### src/rtl/maxpool_stream_if.sv
// Pixel stream handshake bundle for the 2x2 max-pool block: conv-side input
// stream and pooled output stream, each a valid/ready pair.
interface maxpool_stream_if #(
  parameter int IntSize = 8
);
  logic                      in_valid;
  logic                      in_ready;
  logic signed [IntSize-1:0] in_data;
  logic                      out_valid;
  logic                      out_ready;
  logic signed [IntSize-1:0] out_data;
  logic                      out_last;
  logic                      frame_done;

  modport master (
    output in_valid, in_data, out_ready,
    input  in_ready, out_valid, out_data, out_last, frame_done
  );

  modport slave (
    input  in_valid, in_data, out_ready,
    output in_ready, out_valid, out_data, out_last, frame_done
  );
endinterface

### src/rtl/maxpool_stream.sv
// Streaming 2x2/stride-2 signed max-pool over a raster-ordered frame, with a
// half-width line buffer holding the horizontal pair maxima of each even row.
module maxpool_stream #(
  parameter int IntSize = 8,
  parameter int IMG_W   = 28,
  parameter int IMG_H   = 28,
  parameter int RELU    = 0
) (
  input  logic             clk,
  input  logic             reset,
  input  logic             clr,
  maxpool_stream_if.slave  s
);

  localparam int COL_W  = $clog2(IMG_W);
  localparam int ROW_W  = $clog2(IMG_H);
  localparam int HALF_W = IMG_W / 2;
  localparam int LB_AW  = (HALF_W > 1) ? $clog2(HALF_W) : 1;

  function automatic logic signed [IntSize-1:0] smax(
    input logic signed [IntSize-1:0] a,
    input logic signed [IntSize-1:0] b
  );
    return (b > a) ? b : a;
  endfunction

  function automatic logic signed [IntSize-1:0] relu(
    input logic signed [IntSize-1:0] v
  );
    if (RELU != 0 && v[IntSize-1]) return '0;
    return v;
  endfunction

  logic [COL_W-1:0]          col;
  logic [ROW_W-1:0]          row;
  logic signed [IntSize-1:0] hold_p0;
  logic signed [IntSize-1:0] linebuf [HALF_W];

  logic signed [IntSize-1:0] pair_p0;
  logic signed [IntSize-1:0] lb_rd_p0;
  logic signed [IntSize-1:0] win_p0;
  logic [LB_AW-1:0]          lb_idx;
  logic                      acc;
  logic                      out_fire;
  logic                      col_end;
  logic                      row_end;

  logic                      vld_p1;
  logic                      last_p1;
  logic                      done_p1;
  logic signed [IntSize-1:0] data_p1;

  // Accepting a pixel is only allowed when the output register is free or
  // draining this cycle, so a load can never overwrite a stalled result.
  assign s.in_ready = !clr && (!vld_p1 || s.out_ready);
  assign acc        = s.in_valid && s.in_ready;
  assign out_fire   = vld_p1 && s.out_ready;
  assign col_end    = (col == COL_W'(IMG_W - 1));
  assign row_end    = (row == ROW_W'(IMG_H - 1));
  assign lb_idx     = LB_AW'(col >> 1);

  // ---- stage p0: horizontal pair, line-buffer read, window max ----
  assign pair_p0  = smax(hold_p0, s.in_data);
  assign lb_rd_p0 = linebuf[lb_idx];
  assign win_p0   = relu(smax(lb_rd_p0, pair_p0));

  always_ff @(posedge clk) begin
    if (acc && col[0] && !row[0]) begin
      linebuf[lb_idx] <= pair_p0;
    end
  end

  // ---- stage p1: output register and frame bookkeeping ----
  always_ff @(posedge clk or posedge reset) begin
    if (reset) begin
      col     <= '0;
      row     <= '0;
      hold_p0 <= '0;
      vld_p1  <= 1'b0;
      last_p1 <= 1'b0;
      done_p1 <= 1'b0;
      data_p1 <= '0;
    end else if (clr) begin
      col     <= '0;
      row     <= '0;
      vld_p1  <= 1'b0;
      last_p1 <= 1'b0;
      done_p1 <= 1'b0;
    end else begin
      done_p1 <= out_fire && last_p1;
      if (out_fire) begin
        vld_p1  <= 1'b0;
        last_p1 <= 1'b0;
      end
      if (acc) begin
        if (col_end) begin
          col <= '0;
          row <= row_end ? '0 : row + 1'b1;
        end else begin
          col <= col + 1'b1;
        end
        if (!col[0]) begin
          hold_p0 <= s.in_data;
        end else if (row[0]) begin
          data_p1 <= win_p0;
          vld_p1  <= 1'b1;
          last_p1 <= row_end && col_end;
        end
      end
    end
  end

  assign s.out_valid  = vld_p1;
  assign s.out_data   = data_p1;
  assign s.out_last   = last_p1;
  assign s.frame_done = done_p1;

endmodule

### src/flat_wrapper.sv
// flat-port wrapper written by rule: the top's interface ports become plain ports
module maxpool_stream_flat 
#(
  parameter int IntSize = 8,
  parameter int IMG_W   = 28,
  parameter int IMG_H   = 28,
  parameter int RELU    = 0
)
  (clk, reset, clr, s_in_valid, s_in_data, s_out_ready, s_in_ready, s_out_valid, s_out_data, s_out_last, s_frame_done);
  maxpool_stream_if #(.IntSize(IntSize)) s_i ();
  input  logic clk;
  input  logic reset;
  input  logic clr;
  input wire logic [$bits(s_i.in_valid)-1:0] s_in_valid;
  input wire logic [$bits(s_i.in_data)-1:0] s_in_data;
  input wire logic [$bits(s_i.out_ready)-1:0] s_out_ready;
  output wire logic [$bits(s_i.in_ready)-1:0] s_in_ready;
  output wire logic [$bits(s_i.out_valid)-1:0] s_out_valid;
  output wire logic [$bits(s_i.out_data)-1:0] s_out_data;
  output wire logic [$bits(s_i.out_last)-1:0] s_out_last;
  output wire logic [$bits(s_i.frame_done)-1:0] s_frame_done;
  assign s_i.in_valid = s_in_valid;
  assign s_i.in_data = s_in_data;
  assign s_i.out_ready = s_out_ready;
  assign s_in_ready = s_i.in_ready;
  assign s_out_valid = s_i.out_valid;
  assign s_out_data = s_i.out_data;
  assign s_out_last = s_i.out_last;
  assign s_frame_done = s_i.frame_done;
  maxpool_stream #(.IntSize(IntSize), .IMG_W(IMG_W), .IMG_H(IMG_H), .RELU(RELU)) u_core (.clk(clk), .reset(reset), .clr(clr), .s(s_i));
endmodule
### config.mk
export PLATFORM = sky130hd
export DESIGN_NAME = maxpool_stream_flat
export DESIGN_NICKNAME = d
export VERILOG_FILES = /design/src/rtl/maxpool_stream_if.sv /design/src/rtl/maxpool_stream.sv /design/src/flat_wrapper.sv
export SDC_FILE = /design/constraint.sdc
export NUM_CORES = 1
export LEC_CHECK = 0
export BUFFER_PORTS_ARGS = -buffer_cell sky130_fd_sc_hd__buf_2
export CAP_MARGIN = 15
export CORE_UTILIZATION = 55
export CTS_BUF_LIST = sky130_fd_sc_hd__clkbuf_2 sky130_fd_sc_hd__clkbuf_4 sky130_fd_sc_hd__clkbuf_8
export DETAILED_ROUTE_END_ITERATION = 6
export MAX_ROUTING_LAYER = met4
export PLACE_DENSITY = 0.72
export REMOVE_ABC_BUFFERS = 1
export SETUP_SLACK_MARGIN = 0.4
export SKIP_LAST_GASP = 1
export SLEW_MARGIN = 30
export SYNTH_ARGS = -nofsm -noshare
export SYNTH_HDL_FRONTEND = slang
export SYNTH_SLANG_ARGS = --single-unit
### constraint.sdc
create_clock -name clk -period 10.2 [get_ports clk]
set_clock_uncertainty 0.2 [all_clocks]
set_input_delay 0.51 -clock clk [delete_from_list [all_inputs] [get_ports clk]]
set_output_delay 0.51 -clock clk [all_outputs]
set_load 0.05 [all_outputs]
# == Word-level counts from Yosys, hierarchy flattened ==
# Memories as Yosys holds them, arrays and structs flattened.
# Index checks and enable logic that the tools add are counted.
# totals
inputBits,13
ramBits,112
ff_bits,29
wordCells,54
mem_count,1
# classes
addsub,2
eq_ne,2
order_cmp,2
reduce_logical,16
mux,22
bitwise_logic,2
# memory_table
memory,words,width,read_ports,rd_ports_with_merged_regs,wr,line_no,rtl
u_core.linebuf,14,8,1,0,1,maxpool_stream.sv:37,logic signed [IntSize-1:0] linebuf [HALF_W];
# ops
operator,n
5-bit 2-to-1 mux,7
8-bit greater-than comparator,2
8-bit 2-to-1 mux,2
1-bit 2-to-1 mux,13
5-bit by 1-bit adder with 5-bit output (second input constant),2
5-bit == test (second input constant),2
1-bit logical AND,7
4-bit AND reduction,1
2-bit nonzero test,2
1-bit zero test,3
3-bit AND reduction,1
1-bit inverter,2
2-bit AND reduction,1
1-bit logical OR,1

# == Depth between registers and ports, before layout ==
# logic_depth
ltp_word,8
ltp_mapped,15
ltp_nobuf,15

# == Least setup slack after synthesis ==
# No wires, ideal clock.
# synth_path
kind,input -> register
start,in s_in_data[7]
end,"reg u_core.data_p1[1], in the netlist u_core.s.out_data[1]"
required_time_ns,9.922
path_slack_ns,6.502
arrival_time_ns,3.420
path_buffers,0
setup_ns,0.078
stages,13
path_cell_list,ha_1 nand4_1 o32ai_1 a31oi_1 a21oi_4 mux2i_1 inv_1 ha_1 and4_1 a41o_1 a32oi_2 nand2b_1 o21ai_1
# synth_between
elab_chain_len,4
# synth_lines
item,line_no,rtl
start: declaration,flat_wrapper.sv:15,input wire logic [$bits(s_i.in_data)-1:0] s_in_data;
8-bit greater-than comparator,maxpool_stream.sv:24,return (b > a) ? b : a;
8-bit 2-to-1 mux,maxpool_stream.sv:24,
net u_core.pair_p0[4],maxpool_stream.sv:39,logic signed [IntSize-1:0] pair_p0;
8-bit greater-than comparator,maxpool_stream.sv:24,
8-bit 2-to-1 mux,maxpool_stream.sv:24,
end signal: assignment,maxpool_stream.sv:105,data_p1 <= win_p0;
end: declaration,maxpool_stream.sv:51,logic signed [IntSize-1:0] data_p1;
# The timed path passes the listed nets, and every way through them passes these cells.
# A chain may end at the register's enable or synchronous reset.

# == Worst setup path in the final report ==
# layout_path
start,reg u_core.hold_p0[5]
end,"reg u_core.data_p1[1], in the netlist u_core.s.out_data[1]"
# layout_between
elab_chain_len,4
# layout_lines
item,line_no,rtl
start: declaration,maxpool_stream.sv:36,logic signed [IntSize-1:0] hold_p0;
start signal: assignment,maxpool_stream.sv:103,hold_p0 <= s.in_data;
8-bit greater-than comparator,maxpool_stream.sv:24,
8-bit 2-to-1 mux,maxpool_stream.sv:24,
net u_core.pair_p0[4],maxpool_stream.sv:39,
8-bit greater-than comparator,maxpool_stream.sv:24,
8-bit 2-to-1 mux,maxpool_stream.sv:24,
# The timed path passes the listed nets, and every way through them passes these cells.

==> impl_metrics.ini <==
[critical_path]
endpoint_class_of_the_critical_path = flip-flop
timing.critical_path.from_type = flip-flop
setup.worst_path.start = u_core.hold_p0[5]
crit_path_max_fanout = 15
regToRegStartpoint = u_core.hold_p0[5]
path_class = reg2reg
cp.arrival_ns = 4.44
required_time_of_the_worst_setup_path_ns = 10.36

[pwr]
p_leak_nw = 2.54
power_per_cell_area_mw_per_mm2 = 183
irDropWorstVdd_uv = 95.4
fin_total_pwr_w = 0.00127

[synth]
synth_fa_ha_area_share_pct = 3.57
post_synth_instance_area_mm2 = 0.00631
synth_top_family_by_area = multiplexers
dominant_synthesized_flop_cell = edfxtp_1
synth_area_leader_cell = edfxtp_1
synthXorXnorAreaFrac_pct = 0
netlist_top_cells_area = edfxtp_1, dfrtp_1, mux2i_1, ha_1, mux2_2
synth_edf_count = 112
syn_inst = 448
synth_top_cell_area_share_pct = 53.3
synth_compound_gate_area_share_pct = 7.75
synthesis.yosys.warnings = 0
synth.top_cells.by_count = edfxtp_1, mux2i_1, dfrtp_1
ys_seq_elements = 141
yosysSeqAreaShare_pct = 64.8
synthMostInstantiatedCell = edfxtp_1
synth-async-reset-ratio_pct = 20.6
post_synth_mux_area_share_pct = 11.3
synth.distinct_cells = 50
post_synth_and_or_nand_nor_area_fraction_pct = 9.31
post_synth.cell_area_avg_um2 = 14.1

[clocking]
post_cts_resized = 0
ctsHtreeMaxLevel = 4
clock_latency_ns = 0.43
clock_tree_from_tritoncts = yes
number_of_buffers_added_by_the_clock_tree_synthesis_step = 17
clockRootBuffer = clkbuf_8
postCtsSetupRepairBufs = 0
tritoncts_num_sinks = 141
worst_setup_hold_path_clk_slew_ns = 0.08
clockBufferDepth = 2

[sta]
number_of_setup_violations_in_the_final_report = 0
tns_ns = 0
grt_setup_unrepaired = false
layout_worst_path_cycle_share_pct = 42.0
slew-limit-headroom_pct = 46.9
finalWorstPathRequiredPeriod_ns = 4.28
fmaxAchievable_ghz = 0.233
hold_viol = 0
worstMarginPinSlew_ns = 0.794
final_max_slew_viol_count = 0

[drt]
post_drt_wl_per_cell_um = 20.7
route.antenna.remaining_nets = 0
drt-vias-per-instance = 6.09
drt-pass1-iter-count = 5
num_vias = 3825
dr.first_iter.drc_count = 362
route.final.wire_length_um = 13000
drc = 0

[global_route]
first_global_vias = 3777
maximum_number_of_pins_on_one_net_before_global_route_repair = 64
grt.total_usage_pct = 24.9
grt-ovfl-total = 0
grt_pass1_wl_um = 20400
number_of_antenna_violations_at_the_first_check_in_global_routing = 0

[hold_path]
min-delay-path-class = in2reg
hold_start = s_in_data[3]

[place]
gp_congestion = 0.882
detailedPlacementHpwl_um = 8610
place_area_mm2 = 0.00653
port_buffers = 24

[die]
pin_count = 25
die_height_um = 109
core_area_mm2 = 0.0110
placementRows = 38
die_area_mm2 = 0.0119
floorplan.initialDensity_pct = 57.2
die-width_um = 109

[outcome]
status = finished, final reports clean

[run]
max_cap_viol_count = 0

[finish]
sequential_cell_area_mm2 = 0.00409
multi_input_area_mm2 = 0.00205
layout-drive-gt1-share_pct = 18.9
fin_nets = 506
antennaDiodeCount = 0
post_layout_inst_area_mm2 = 0.00696
layout-area-overhead-vs-synth_pct = 10.2
nFillCells = 841
[what timing repair did]
item	4_1_cts	5_1_grt
hold endpoints to repair	29	0
endpoints found under the setup margin	0	0
hold buffers	1	0
[critical path, stage by stage, from the launching register on]
cell,delay [ns]
dfrtp_1,0.35
inv_1,0.06
ha_1,0.32
nand4_1,0.13
o32ai_1,0.34
a31oi_1,0.12
a21oi_4,0.33
mux2i_1,0.31
inv_1,0.28
ha_1,0.41
and4_1,0.22
a41o_1,0.26
a32oi_2,0.38
nand2b_1,0.28
o21ai_1,0.20
[routing by layer]
| metal | share of wire, % | vias to the layer above | wire length (um) | global-route usage, % |
|---|---|---|---|---|
| li1 | - | 1781 | - | - |
| met1 | 43 | 1885 | 5530 | 32.0 |
| met2 | 50 | 133 | 6450 | 38.5 |
| met3 | 5.2 | 26 | 682 | 4.72 |
| met4 | 2.6 | 0 | 333 | 11.0 |
| met5 | 0 | - | 0 | - |
[through the flow]
stage | setup WS (ns) | hold WS, ns | utilization [%] | instances
2_1_floorplan | 5.70 | 0.297 | - | 427
3_3_place_gp | 5.97 | 0.282 | 59.0 | 594
3_5_place_dp | 5.74 | 0.293 | 59.2 | 594
4_1_cts | 5.94 | 0.0853 | 62.8 | 627
5_1_grt | 5.52 | 0.0965 | 63.1 | 628
6_report | 5.92 | 0.109 | 63.1 | 628
[logic make-up after synthesis]
kind of cell / Yosys count
adders and majority gates: 18
muxes: 68
and+or+nand+nor: 105
AOI/OAI and AO/OA: 72
buffers and inverters: 44
DFF: 141
[registers in the layout, summed over array words and instances (netlist names)]
register             count
u_core.linebuf         112
u_core.s.frame_done      1
u_core.s.out_last        1
u_core.col               5
u_core.row               5
u_core.s.out_data        8
u_core.hold_p0           8
u_core.s.out_valid       1
[cell type report]
| type | count | area share [%] |
|---|---|---|
| well taps | 140 | 2.52 |
| flip-flops and latches | 141 | 58.8 |
| inverters | 23 | 1.24 |
| clock buffers | 17 | 3.36 |
| clock inverters | 15 | 2.12 |
| multi-input cells | 263 | 29.4 |
| repair buffers | 29 | 2.59 |
[cell usage in the layout, fill, tap and decap left out, drive strengths merged, types with 14 or more instances in the layout]
master / count
nand2: 21
ha: 18
a21oi: 14
nor3: 20
mux2: 25
o21ai: 23
mux2i: 43
clkbuf: 17
buf: 28
inv: 25
edfxtp: 112
dfrtp: 29
nor2: 26
[power by group]
group / total [W] / internal (W) / switching [W] / leakage [nW]
clock network: 0.000430 / 0.000216 / 0.000214 / 0.185
logic: 0.000178 / 0.0000586 / 0.000119 / 0.962
registers: 0.000664 / 0.000659 / 0.00000514 / 1.40
[path summary, 6_finish.rpt]
check / endpoint / slack [ns] / cells after the start
setup / recovery: u_core.s.out_data[1] / 5.92 / 14
hold / removal: u_core.hold_p0[3] / 0.11 / 3
setup reg to reg: u_core.s.out_data[1] / 5.92 / 14
hold reg to reg: u_core.s.out_data[3] / 0.31 / 2
max in group asynchronous: u_core.col[1] / 9.01 / 4
min in group asynchronous: u_core.col[0] / 0.50 / 4
No activity file was read; power rests on OpenSTA's default activity.
